File: src/rtl/b2d_tone_gen_pkg.sv
// Shared constants, state type and half-period table for the BCD-to-tone receive path.
package b2d_pkg;

  localparam int CODE_W = 4;
  localparam int NOTE_N = 10;

  typedef enum logic {REST, PLAY} tone_state_t;

  // Half-periods in 1 MHz ticks: C4 D4 E4 F4 G4 A4 B4 C5 D5
  localparam logic [10:0] HALF_TBL [1:9] = '{
    11'd1911, 11'd1703, 11'd1517, 11'd1432, 11'd1276,
    11'd1136, 11'd1012, 11'd956,  11'd851
  };

  // Half-period for a note code; 0 for rest or invalid codes.
  function automatic logic [10:0] half_period(input logic [CODE_W-1:0] code);
    logic [10:0] r;
    r = '0;
    for (int unsigned i = 1; i <= 9; i++) begin
      if (code == CODE_W'(i)) r = HALF_TBL[i];
    end
    return r;
  endfunction

  // True for codes that select a playable note (1..9).
  function automatic logic is_note_code(input logic [CODE_W-1:0] code);
    return (code != '0) && (code < CODE_W'(NOTE_N));
  endfunction

endpackage

File: src/rtl/b2d_tone_gen_if.sv
// Key-code input and note/tone outputs of the tone generator.
interface b2d_tone_gen_if;
  import b2d_pkg::*;

  logic [CODE_W-1:0] code_in;
  logic [NOTE_N-1:0] note_onehot;
  logic              note_active;
  logic              code_err;
  logic              tone_out;

  modport master (
    output code_in,
    input  note_onehot, note_active, code_err, tone_out
  );

  modport slave (
    input  code_in,
    output note_onehot, note_active, code_err, tone_out
  );

endinterface

File: src/rtl/b2d_tone_gen_key_debounce.sv
// 2-FF synchronizer followed by a stability counter; a code is accepted once
// the synchronized value has been seen unchanged long enough.
module key_debounce #(
  parameter int WIDTH        = 4,
  parameter int DEBOUNCE_CYC = 1000
) (
  input  logic             clk,
  input  logic             rst_n,
  input  logic [WIDTH-1:0] din,
  output logic [WIDTH-1:0] dout
);

  localparam int CNT_W = (DEBOUNCE_CYC > 1) ? $clog2(DEBOUNCE_CYC) : 1;
  localparam logic [CNT_W-1:0] CNT_MAX = CNT_W'(DEBOUNCE_CYC - 1);

  logic [WIDTH-1:0] sync1;
  logic [WIDTH-1:0] code_s;
  logic [WIDTH-1:0] cand;
  logic [CNT_W-1:0] cnt;

  // Bring the asynchronous key code into the clk domain.
  always_ff @(posedge clk) begin
    if (!rst_n) begin
      sync1  <= '0;
      code_s <= '0;
    end else begin
      sync1  <= din;
      code_s <= sync1;
    end
  end

  // Restart the count on any change; accept the candidate when the count
  // reaches its limit and hold the count there until the next change.
  always_ff @(posedge clk) begin
    if (!rst_n) begin
      cand <= '0;
      cnt  <= '0;
      dout <= '0;
    end else if (code_s != cand) begin
      cand <= code_s;
      cnt  <= '0;
    end else if (cnt == CNT_MAX) begin
      dout <= cand;
    end else begin
      cnt <= cnt + 1'b1;
    end
  end

endmodule

File: src/rtl/b2d_tone_gen.sv
// Receive end of the piano key-code path: debounce the BCD key code, decode
// it to a one-hot note vector and play a square wave for the held note.
module b2d_tone_gen
  import b2d_pkg::*;
#(
  parameter int PRESCALE     = 50,
  parameter int DEBOUNCE_CYC = 1000
) (
  input  logic             clk,
  input  logic             rst_n,
  b2d_tone_gen_if.slave    bus
);

  localparam int PS_W = (PRESCALE > 1) ? $clog2(PRESCALE) : 1;
  localparam logic [PS_W-1:0] PS_MAX = PS_W'(PRESCALE - 1);

  logic [CODE_W-1:0] stable_code;
  logic [NOTE_N-1:0] onehot_r;
  logic              err_r;
  logic [PS_W-1:0]   ps_cnt;
  logic              tick;
  tone_state_t       state;
  logic [CODE_W-1:0] play_code;
  logic [10:0]       half_cnt;
  logic [10:0]       half_lim;
  logic              tone_r;

  key_debounce #(
    .WIDTH        (CODE_W),
    .DEBOUNCE_CYC (DEBOUNCE_CYC)
  ) u_debounce (
    .clk   (clk),
    .rst_n (rst_n),
    .din   (bus.code_in),
    .dout  (stable_code)
  );

  // Registered decode of the accepted code; codes past the note range flag an error.
  always_ff @(posedge clk) begin
    if (!rst_n) begin
      onehot_r <= NOTE_N'(1);
      err_r    <= 1'b0;
    end else if (stable_code < CODE_W'(NOTE_N)) begin
      onehot_r <= NOTE_N'(1) << stable_code;
      err_r    <= 1'b0;
    end else begin
      onehot_r <= '0;
      err_r    <= 1'b1;
    end
  end

  // Free-running prescaler; tick marks the wrap cycle.
  always_comb begin
    tick = (ps_cnt == PS_MAX);
  end

  // Advance the prescaler, wrapping at PRESCALE-1.
  always_ff @(posedge clk) begin
    if (!rst_n) begin
      ps_cnt <= '0;
    end else if (tick) begin
      ps_cnt <= '0;
    end else begin
      ps_cnt <= ps_cnt + 1'b1;
    end
  end

  // Terminal half-period count for the note currently playing.
  always_comb begin
    half_lim = half_period(play_code) - 11'd1;
  end

  // Tone FSM. play_code remembers which note is sounding so a change between
  // two valid notes is seen as a phase restart; that restart takes priority
  // over a coincident tick, which is simply dropped.
  always_ff @(posedge clk) begin
    if (!rst_n) begin
      state     <= REST;
      play_code <= '0;
      half_cnt  <= '0;
      tone_r    <= 1'b0;
    end else if (!is_note_code(stable_code)) begin
      state     <= REST;
      play_code <= '0;
      half_cnt  <= '0;
      tone_r    <= 1'b0;
    end else if ((state == REST) || (stable_code != play_code)) begin
      state     <= PLAY;
      play_code <= stable_code;
      half_cnt  <= '0;
      tone_r    <= 1'b0;
    end else if (tick) begin
      if (half_cnt == half_lim) begin
        tone_r   <= ~tone_r;
        half_cnt <= '0;
      end else begin
        half_cnt <= half_cnt + 11'd1;
      end
    end
  end

  assign bus.note_onehot = onehot_r;
  assign bus.code_err    = err_r;
  assign bus.note_active = (state == PLAY);
  assign bus.tone_out    = tone_r;

endmodule

File: src/flat_wrapper.sv
// flat-port wrapper written by rule: the top's interface ports become plain ports
module b2d_tone_gen_flat import b2d_pkg::*;
#(
  parameter int PRESCALE     = 50,
  parameter int DEBOUNCE_CYC = 1000
)
  (clk, rst_n, bus_code_in, bus_note_onehot, bus_note_active, bus_code_err, bus_tone_out);
  b2d_tone_gen_if bus_i ();
  input  logic clk;
  input  logic rst_n;
  input wire logic [$bits(bus_i.code_in)-1:0] bus_code_in;
  output wire logic [$bits(bus_i.note_onehot)-1:0] bus_note_onehot;
  output wire logic [$bits(bus_i.note_active)-1:0] bus_note_active;
  output wire logic [$bits(bus_i.code_err)-1:0] bus_code_err;
  output wire logic [$bits(bus_i.tone_out)-1:0] bus_tone_out;
  assign bus_i.code_in = bus_code_in;
  assign bus_note_onehot = bus_i.note_onehot;
  assign bus_note_active = bus_i.note_active;
  assign bus_code_err = bus_i.code_err;
  assign bus_tone_out = bus_i.tone_out;
  b2d_tone_gen #(.PRESCALE(PRESCALE), .DEBOUNCE_CYC(DEBOUNCE_CYC)) u_core (.clk(clk), .rst_n(rst_n), .bus(bus_i));
endmodule
File: config.mk
export PLATFORM = sky130hd
export DESIGN_NAME = b2d_tone_gen_flat
export DESIGN_NICKNAME = d
export VERILOG_FILES = /design/src/rtl/b2d_tone_gen_pkg.sv /design/src/rtl/b2d_tone_gen_if.sv /design/src/rtl/b2d_tone_gen_key_debounce.sv /design/src/rtl/b2d_tone_gen.sv /design/src/flat_wrapper.sv
export SDC_FILE = /design/constraint.sdc
export NUM_CORES = 1
export LEC_CHECK = 0
export BUFFER_PORTS_ARGS = -buffer_cell sky130_fd_sc_hd__buf_4
export CORE_ASPECT_RATIO = 0.7
export CORE_MARGIN = 4
export CORE_UTILIZATION = 25
export DETAILED_ROUTE_END_ITERATION = 16
export GPL_ROUTABILITY_DRIVEN = 0
export PLACE_DENSITY = 0.51
export SETUP_SLACK_MARGIN = 0.4
export SLEW_MARGIN = 40
export SYNTH_ARGS = -nofsm -noshare
export SYNTH_HDL_FRONTEND = slang
export SYNTH_HIERARCHICAL = 1
export SYNTH_SLANG_ARGS = --single-unit
File: constraint.sdc
create_clock -name clk -period 3.9 [get_ports clk]
set_input_delay 0.585 -clock clk [delete_from_list [all_inputs] [get_ports clk]]
set_output_delay 0.585 -clock clk [all_outputs]
set_load 0.005 [all_outputs]
==> flow_summary_export.csv, run 1 <==
group,metric,value,unit
global_routing,antenna_found_initial,0,
sta,slew_headroom,54.0,%
cells_and_area,layout_common_cells,"59 x dfxtp_1, 28 x nor2_1, 22 x nand2_1, 19 x xnor2_1, 19 x nor3_1",
cells_and_area,final_cell_area,3360,µm²
detailed_routing,dr.first_iter.drc_count,131,
detailed_routing,routedWlPerCell,11.7,µm
logic_synthesis,seq_area_frac_synth,42.3,%
floorplan,die_h,97.2,µm
critical_path,cp_max_fo,21,
detailed_routing,drtPass1Iterations,4,
detailed_routing,vias,2155,
place,dp_hpwl,4120,µm
sta,fin_skew,4.76,ps
pwr,combPwrFrac,2.2,%
cells_and_area,drive_gt1_share,14.1,%
logic_synthesis,yosysUniqueCellTypes,50,
sta,tightest_slew,688,ps
place,io_buffers,18,
floorplan,die_width,135,µm
critical_path,start_kind,"flip-flop",
pwr,p_sw_share,20.0,%
sta,fin_worst_hold_slack,433,ps
logic_synthesis,synth-main-ff-cell,"dfxtp_1",
logic_synthesis,syn_area,2840,µm²
global_routing,first_global_vias,2114,
clocking,clk_pin_slew_worst_paths,50,ps
clocking,clockBufferDepth,2,
floorplan,die_area,13200,µm²
logic_synthesis,synth-edff-count,0,
clocking,ctsRootBufferMaster,"clkbuf_16",
sta,period_needed,3180,ps
logic_synthesis,syn-num-nets,326,
clocking,post_cts_buffers,0,
floorplan,io_pins,19,
clocking,clock-sinks,60,
sta,slew_violations,0,
logic_synthesis,async_reset_ff_share,0,%
cells_and_area,finalNetCount,339,
sta,timing.setup.tns,0,ps
status,status,"complete, no violations",
global_routing,grt_max_degree,23,
pwr,switchingPower,0.282,mW
floorplan,start_util,25.7,%
logic_synthesis,ys_seq_elements,60,
cells_and_area,mostFrequentLayoutCell,"dfxtp_1",
pwr,powerDensity,419,nW/µm²
detailed_routing,drt_wl_total,5680,µm
logic_synthesis,avgSynthCellArea,9.02,µm²
floorplan,design.core.area,11100,µm²
clocking,htreeDepth,3,
detailed_routing,drt.antenna.violating_nets,0,
clocking,tritoncts,"built",
logic_synthesis,ys.warnings.count,6,
global_routing,grt_overflow,0,
clocking,clock_latency,320,ps
sta,max_freq,314,MHz
clocking,numCtsBuffers,9,
clocking,hold_buffers,0,
place,place_area,3070,µm²
floorplan,rows,32,
detailed_routing,vias_per_cell,4.43,
pwr,clkPwrFrac,53.2,%
job,maxCapViolations,0,
pwr,power.leakage,1.27,nW
pwr,design_power_total,1.41,mW
pwr,seq_power_share,44.7,%
sta,setup_violations,0,
critical_path,cp.arrival,3360,ps
critical_path,end_kind,"flip-flop",
cells_and_area,fin_util,30.4,%
sta,fin_crit_sh,81.6,%
sta,finalHoldViolations,0,
cells_and_area,n_antenna_cell,0,
detailed_routing,drcViolationCount,0,
pwr,p_int,1.13,mW
critical_path,required,4070,ps
global_routing,grt_pass1_wl,9960,µm
sta,rsz0062_at_grt,"no",
logic_synthesis,netlist_instances,315,
critical_path,path_class,"reg -> reg",
pwr,ir_drop,0.233,mV
worst_hold_path,hold_path.class,"reg -> reg",
global_routing,grtUsageTotal,9.30,%
cells_and_area,synthToLayoutAreaGrowth,18.2,%
-- cell families (layout without fill, tap and decap cells) --
logic type | Yosys count | after routing | synth area share [%]
xor gates and xnor gates | 37 | 37 | 11.4
DFF | 60 | 60 | 42.3
AOI/OAI and AO/OA | 41 | 41 | 8.89
buffers and inverters | 24 | 42 | 4.53
and+or+nand+nor | 148 | 148 | 30.7
adders and majority gates | 5 | 5 | 2.20
-- through the flow --
step	setup WS [ps]	instances
final	717	486
after floorplan	1330	315
after CTS	716	486
after global placement	876	470
after detailed placement	757	470
after global routing	419	486
-- final cells by class --
type	instances	area, µm²
multi-input cells	231	1510
clock buffers	11	233
well taps	153	191
fillers	1179	7690
inverters	8	32.5
repair buffers	18	135
flip-flops and latches	60	1200
clock inverters	5	52.6
-- sequential cells by signal, summed over array words and instances, names as in the netlist --
| signal | flops |
|---|---|
| u_core/bus.note_onehot | 10 |
| u_core/u_debounce/cand | 4 |
| u_core/bus.note_active | 1 |
| u_core/bus.tone_out | 1 |
| u_core/ps_cnt | 6 |
| u_core/bus.code_err | 1 |
| u_core/half_cnt | 11 |
| u_core/play_code | 4 |
| u_core/u_debounce/dout | 4 |
| u_core/u_debounce/sync1 | 4 |
| u_core/u_debounce/cnt | 10 |
| u_core/u_debounce/code_s | 4 |
-- routing by layer --
metal	vias to the layer above	global-route usage (%)	wire length (µm)
li1	1125	-	-
met1	989	12.9	3050
met2	38	12.9	2350
met3	3	4.09	249
met4	0	2.79	34
met5	-	0	0
-- worst max-delay path, stage by stage, from the launching register on --
cell      delay [ps]
dfxtp_1          760
nor3b_2          190
a21oi_1          220
ha_1             300
nor2b_1           70
nor4_1           390
xor2_1           110
a21oi_1          280
nand3b_1         180
nor4_4           420
nor3_1           120
-- worst paths after layout --
check	startpoint	to	cells after the start	slack (ps)
setup / recovery	u_core/play_code[2]	u_core/half_cnt[3]	10	720
hold / removal	u_core/u_debounce/sync1[1]	u_core/u_debounce/code_s[1]	1	430
setup reg to reg	u_core/play_code[2]	u_core/half_cnt[3]	10	720
hold reg to reg	u_core/u_debounce/sync1[1]	u_core/u_debounce/code_s[1]	1	430
-- power by group through the flow --
stage	sequential, mW	combinational (mW)	clock (mW)
detailed placement	0.642	0.0308	0
floorplan	0.641	0.0219	0
finish	0.630	0.0303	0.749
CTS	0.629	0.0308	0.776
global placement	0.642	0.0304	0
global route	0.630	0.0354	0.799
-- what timing repair did --
item | CTS | global route
endpoints found under the setup margin | 0 | 1
endpoints found under the hold margin | 0 | 0
resized for setup | 0 | 1
-- synth_stat cells (2+ instances only) --
master | n | area share (%)
a211oi_1 | 2 | 0.53
a21oi_1 | 16 | 2.8
and2_1 | 14 | 3.1
and3_1 | 7 | 1.5
and4b_1 | 2 | 0.70
buf_2 | 2 | 0.35
buf_6 | 4 | 1.6
clkbuf_1 | 9 | 1.2
dfxtp_1 | 60 | 42
ha_1 | 5 | 2.2
inv_1 | 7 | 0.92
nand2_1 | 22 | 2.9
nand2b_1 | 2 | 0.44
nand3_1 | 13 | 2.3
nand3b_1 | 3 | 0.79
nand4_1 | 7 | 1.5
nand4_2 | 2 | 0.88
nor2_1 | 28 | 3.7
nor2b_1 | 6 | 1.3
nor3_1 | 19 | 3.3
nor3b_1 | 4 | 1.1
nor4_1 | 4 | 0.88
nor4_2 | 2 | 0.88
o21a_1 | 2 | 0.53
o21ai_0 | 5 | 0.88
o21ai_1 | 5 | 0.88
o22ai_1 | 2 | 0.44
o31ai_1 | 2 | 0.53
or3_1 | 3 | 0.66
xnor2_1 | 19 | 5.9
xor2_1 | 18 | 5.5
Power figures use the tool's default switching activity.
==> run 2: changes to the inputs <==
Settings changed: PLACE_DENSITY 0.51 to 0.52.
Clock period 3.9 ns to 2.9 ns, I/O delays scaled along.
==> flow_summary_export.csv, run 2 (synthesis results as in run 1) <==
group,metric,value,unit
sta,tightest_slew,573,ps
global_routing,grt_pass1_wl,9890,µm
clocking,numCtsBuffers,9,
clocking,clockBufferDepth,2,
critical_path,required,3140,ps
sta,max_freq,408,MHz
detailed_routing,drcViolationCount,0,
pwr,power.leakage,1.33,nW
critical_path,r2r-start,"u_core/play_code[1]",
sta,timing.setup.tns,0,ps
place,dp_hpwl,4230,µm
cells_and_area,top_register,"u_core/half_cnt",
cells_and_area,finalNetCount,348,
floorplan,rows,32,
job,maxCapViolations,0,
floorplan,io_pins,19,
critical_path,cp_max_fo,10,
cells_and_area,largest_register_ffs,11,
sta,slew_violations,0,
clocking,ctsRootBufferMaster,"clkbuf_16",
cells_and_area,synthToLayoutAreaGrowth,23.4,%
sta,fin_skew,3.74,ps
critical_path,r2r_cells,9,
global_routing,first_global_vias,2024,
sta,period_needed,2450,ps
detailed_routing,routedWlPerCell,12.0,µm
sta,finalHoldViolations,0,
floorplan,die_width,135,µm
sta,slew_headroom,61.7,%
cells_and_area,fillerInstances,1170,
detailed_routing,vias_per_cell,4.52,
clocking,clk_pin_slew_worst_paths,50,ps
global_routing,grt_overflow,0,
place,dp_cells,475,
place,io_buffers,18,
critical_path,cp.arrival,2690,ps
critical_path,setup.worst_path.start,"u_core/play_code[1]",
detailed_routing,drt_wl_total,5930,µm
global_routing,grt_max_degree,22,
sta,fin_ws,447,ps
floorplan,design.core.area,11100,µm²
clocking,htreeDepth,3,
cells_and_area,layout_common_cells,"57 x dfxtp_1, 27 x buf_4, 27 x nor2_1, 22 x nand2_1",
critical_path,r2r_slack,450,ps
detailed_routing,vias,2235,
sta,setup_violations,0,
critical_path,path_class,"reg -> reg",
floorplan,start_util,25.7,%
floorplan,die_h,97.2,µm
cells_and_area,mostFrequentLayoutCell,"dfxtp_1",
detailed_routing,drt.antenna.violating_nets,0,
place,place_area,3120,µm²
detailed_routing,drtPass1Iterations,6,
critical_path,r2r_end,"u_core/bus.tone_out",
critical_path,worstSetupEndpoint,"u_core/bus.tone_out",
critical_path,start_kind,"flip-flop",
floorplan,die_area,13200,µm²
status,status,"complete, no violations",
global_routing,antenna_found_initial,0,
critical_path,end_kind,"flip-flop",
pwr,ir_drop,0.264,mV
sta,rsz0062_at_grt,"yes",
pwr,powerDensity,558,nW/µm²
sta,fin_worst_hold_slack,312,ps
clocking,clock-sinks,60,
cells_and_area,final_cell_area,3510,µm²
cells_and_area,n_antenna_cell,0,
clocking,clock_latency,330,ps
clocking,hold_buffers,0,
worst_hold_path,hold_path.class,"in -> reg",
clocking,tritoncts,"built",
global_routing,grtUsageTotal,9.47,%
cells_and_area,drive_gt1_share,19.9,%
sta,fin_crit_sh,84.6,%
cells_and_area,instances_no_fill,495,
detailed_routing,dr.first_iter.drc_count,112,
place,dp_slack,264,ps
[run 2: area by class of cell]
type                       count  area [µm²]  share of cell area, %
sequential                    60        1200                   34.4
inverter                       8        32.5                  0.928
clock buffer                  13         260                   7.42
timing repair buffer          27         203                   5.78
multi-input combinational    231        1570                   44.8
tap                          153         191                   5.46
clock inverter                 3        45.0                   1.28
[run 2: how the worst min path moves through the flow]
| stage | cells after the start | slack, ps | endpoint | from |
|---|---|---|---|---|
| floorplan | 1 | 410 | u_core/u_debounce/code_s[0] | u_core/u_debounce/sync1[0] |
| global placement | 1 | 420 | u_core/u_debounce/code_s[2] | u_core/u_debounce/sync1[2] |
| detailed placement | 1 | 420 | u_core/u_debounce/code_s[2] | u_core/u_debounce/sync1[2] |
| CTS | 2 | 300 | u_core/u_debounce/sync1[3] | bus_code_in[3] |
| global route | 2 | 310 | u_core/u_debounce/sync1[0] | bus_code_in[0] |
| finish | 2 | 310 | u_core/u_debounce/sync1[2] | bus_code_in[2] |
[run 2: where the power goes]
| part | internal, mW | leakage (nW) | switching, mW |
|---|---|---|---|
| Sequential | 0.838 | 0.488 | 0.00800 |
| Combinational | 0.0180 | 0.695 | 0.0230 |
| Clock | 0.711 | 0.142 | 0.358 |
| Total | 1.57 | 1.33 | 0.389 |
[run 2: metal layers]
layer	wire length, µm	vias to the layer above	track usage [%]
met4	76	0	3.10
met2	2410	45	12.4
met5	0	-	0
met1	3110	1038	13.4
met3	333	8	4.50
li1	-	1144	-
[run 2: stage by stage]
step	total power, mW	util (%)
after floorplan	0.891	-
after global routing	2.04	31.7
after global placement	0.904	28.2
after CTS	1.99	31.3
final	1.96	31.7
after detailed placement	0.905	28.2
[run 2: timing repair]
action	CTS	global route
endpoints found under the setup margin	8	10
cloned	0	0
endpoints found under the hold margin	0	0
resized for setup	6	7
pin swaps	3	2
setup buffers	2	2
[run 2: critical path, stage by stage (launching register included)]
cell and delay (ps):
dfxtp_2 440, nor2b_2 260, o21bai_2 100, ha_4 190, a211oi_1 270, xor2_1 210, buf_4 160, nand4bb_4 140
or4_1 430, a21oi_1 160
==> run 3: changes to the inputs <==
Clock period 2.9 ns to 1.98 ns, I/O delays scaled along.
==> flow_summary_export.csv, run 3 (synthesis results as in run 1) <==
group,metric,value,unit
pwr,design_power_total,3.12,mW
sta,finalHoldViolations,0,
critical_path,start_kind,"flip-flop",
clocking,clock-sinks,60,
sta,slew_headroom,73.0,%
floorplan,die_area,13200,µm²
sta,fin_crit_sh,115,%
detailed_routing,dr.first_iter.drc_count,158,
clocking,clock_latency,340,ps
critical_path,crit_slowest_cell,"or4b_1",
job,maxCapViolations,0,
global_routing,first_global_vias,2255,
floorplan,start_util,25.7,%
critical_path,cp_max_fo,6,
global_routing,use_met2,14.3,%
pwr,powerDensity,816,nW/µm²
status,status,"complete, but fails checks",
clocking,ctsRootBufferMaster,"clkbuf_16",
critical_path,path_class,"reg -> reg",
clocking,clockBufferDepth,2,
floorplan,die_h,97.2,µm
pwr,p_int,2.49,mW
cells_and_area,n_antenna_cell,0,
sta,period_needed,2270,ps
sta,fin_skew,7.38,ps
critical_path,path_delay_family,"simple AND/OR/NAND/NOR gates",
global_routing,globalRoute.busiestLayer,"met1",
cells_and_area,largest_register_ffs,11,
global_routing,grt_pass1_wl,10900,µm
pwr,clkPwrFrac,58.2,%
floorplan,io_pins,19,
detailed_routing,drt_wl_total,6280,µm
detailed_routing,routedWlPerCell,12.1,µm
detailed_routing,drtPass1Iterations,4,
global_routing,antenna_found_initial,0,
sta,max_freq,441,MHz
critical_path,end_kind,"flip-flop",
critical_path,crit_chain,"buf_4 -> buf_4 -> nor2_2 -> a21oi_1 -> or4b_1 -> o311a_1 -> nand4bb_4 -> or4_4 -> a21oi_2",
status,violations,"setup timing",
cells_and_area,top_register,"u_core/half_cnt",
sta,slew_violations,0,
pwr,ir_drop,0.425,mV
cells_and_area,fin_util,34.6,%
cells_and_area,fillerInstances,1158,
detailed_routing,vias,2342,
pwr,combPwrFrac,2.0,%
floorplan,die_width,135,µm
global_routing,grt_max_degree,22,
global_routing,grt_use_met3,4.50,%
detailed_routing,drt.antenna.violating_nets,0,
cells_and_area,synthToLayoutAreaGrowth,34.4,%
pwr,power.leakage,1.49,nW
sta,fin_ws,-290,ps
cells_and_area,mostFrequentLayoutCell,"dfxtp_1",
place,io_buffers,18,
global_routing,grt_use_met1,14.3,%
place,dp_hpwl,4500,µm
sta,fin_worst_hold_slack,165,ps
clocking,numCtsBuffers,9,
pwr,switchingPower,0.631,mW
pwr,seq_power_share,39.7,%
cells_and_area,drive_gt1_share,29.8,%
sta,rsz0062_at_grt,"yes",
clocking,htreeDepth,3,
critical_path,crit_top_cell,"buf_4",
critical_path,slowest_delay,470,ps
critical_path,path_buf_inv,2,
clocking,clk_pin_slew_worst_paths,60,ps
critical_path,required,2260,ps
sta,tightest_slew,402,ps
detailed_routing,drcViolationCount,0,
detailed_routing,vias_per_cell,4.51,
cells_and_area,layout_common_cells,"51 x dfxtp_1, 49 x buf_4, 27 x nor2_1, 22 x nand2_1, 19 x xnor2_1",
pwr,p_sw_share,20.2,%
sta,setup_violations,12,
global_routing,grtUsageTotal,10.5,%
floorplan,design.core.area,11100,µm²
global_routing,grt_overflow,0,
cells_and_area,finalNetCount,372,
floorplan,rows,32,
clocking,hold_buffers,0,
worst_hold_path,hold_path.class,"in -> reg",
critical_path,cp.arrival,2550,ps
clocking,tritoncts,"built",
[run 3: cell types whose count changed in the layout (fill, tap and decap cells not counted), moves of 2 or more]
cell	previous run	this run
a21oi_1	14	12
a21oi_2	2	4
buf_4	27	49
buf_6	0	2
bufinv_16	1	3
clkbuf_1	2	0
clkbuf_8	2	0
dfxtp_1	57	51
dfxtp_2	3	7
dfxtp_4	0	2
o21ai_1	5	3
o21ai_2	0	2
[run 3: final cells by class]
type                            count  area (µm²)  share of cell area (%)
Clock buffer                        9         225                    5.89
Clock inverter                      7         123                    3.21
Inverter                            8        32.5                   0.851
Multi-Input combinational cell    231        1640                    43.0
Sequential cell                    60        1220                    31.9
Tap cell                          153         191                    5.01
Timing Repair Buffer               51         390                    10.2
[run 3: worst reg2reg max path, cell delays in order (launching register included)]
cell and delay, ps:
dfxtp_4 370, buf_4 140, buf_4 120, nor2_2 90, a21oi_1 40, or4b_1 470
o311a_1 180, nand4bb_4 250, or4_4 430, a21oi_2 120
[run 3: path summary, 6_finish.rpt]
kind / startpoint / end / slack [ps] / cells after the start
setup reg to reg: u_core/play_code[1] / u_core/bus.tone_out / -290 / 9
hold reg to reg: u_core/u_debounce/sync1[3] / u_core/u_debounce/code_s[3] / 430 / 1
setup / recovery: u_core/play_code[1] / u_core/bus.tone_out / -290 / 9
hold / removal: bus_code_in[3] / u_core/u_debounce/sync1[3] / 170 / 2
[run 3: per-layer routing]
metal	share of wire [%]	wire, µm	vias up
li1	-	-	1189
met4	1.8	112	0
met2	42	2660	42
met5	0	0	-
met1	50	3140	1102
met3	5.9	372	9
[run 3: metrics by stage]
stage | instances | setup slack, ps | area [µm²] | TNS, ps
floorplan | 315 | -410 | 2860 | -3650
global placement | 502 | -434 | 3320 | -4470
detailed placement | 502 | -460 | 3320 | -4990
CTS | 519 | -342 | 3730 | -3190
global route | 519 | -446 | 3820 | -4230
finish | 519 | -290 | 3820 | -2250
[run 3: power by group through the flow]
stage | combinational [mW] | clock [mW] | sequential, mW
floorplan | 0.0430 | 0 | 1.26
global placement | 0.0602 | 0 | 1.26
global route | 0.0742 | 1.92 | 1.24
detailed placement | 0.0612 | 0 | 1.26
CTS | 0.0616 | 1.87 | 1.24
finish | 0.0628 | 1.82 | 1.24
[run 3: what timing repair did]
action	4_1_cts	5_1_grt
setup buffers	1	0
gates resized for setup	13	23
endpoints found under the setup margin	13	22
endpoints found under the hold margin	0	0
pin swaps	2	6
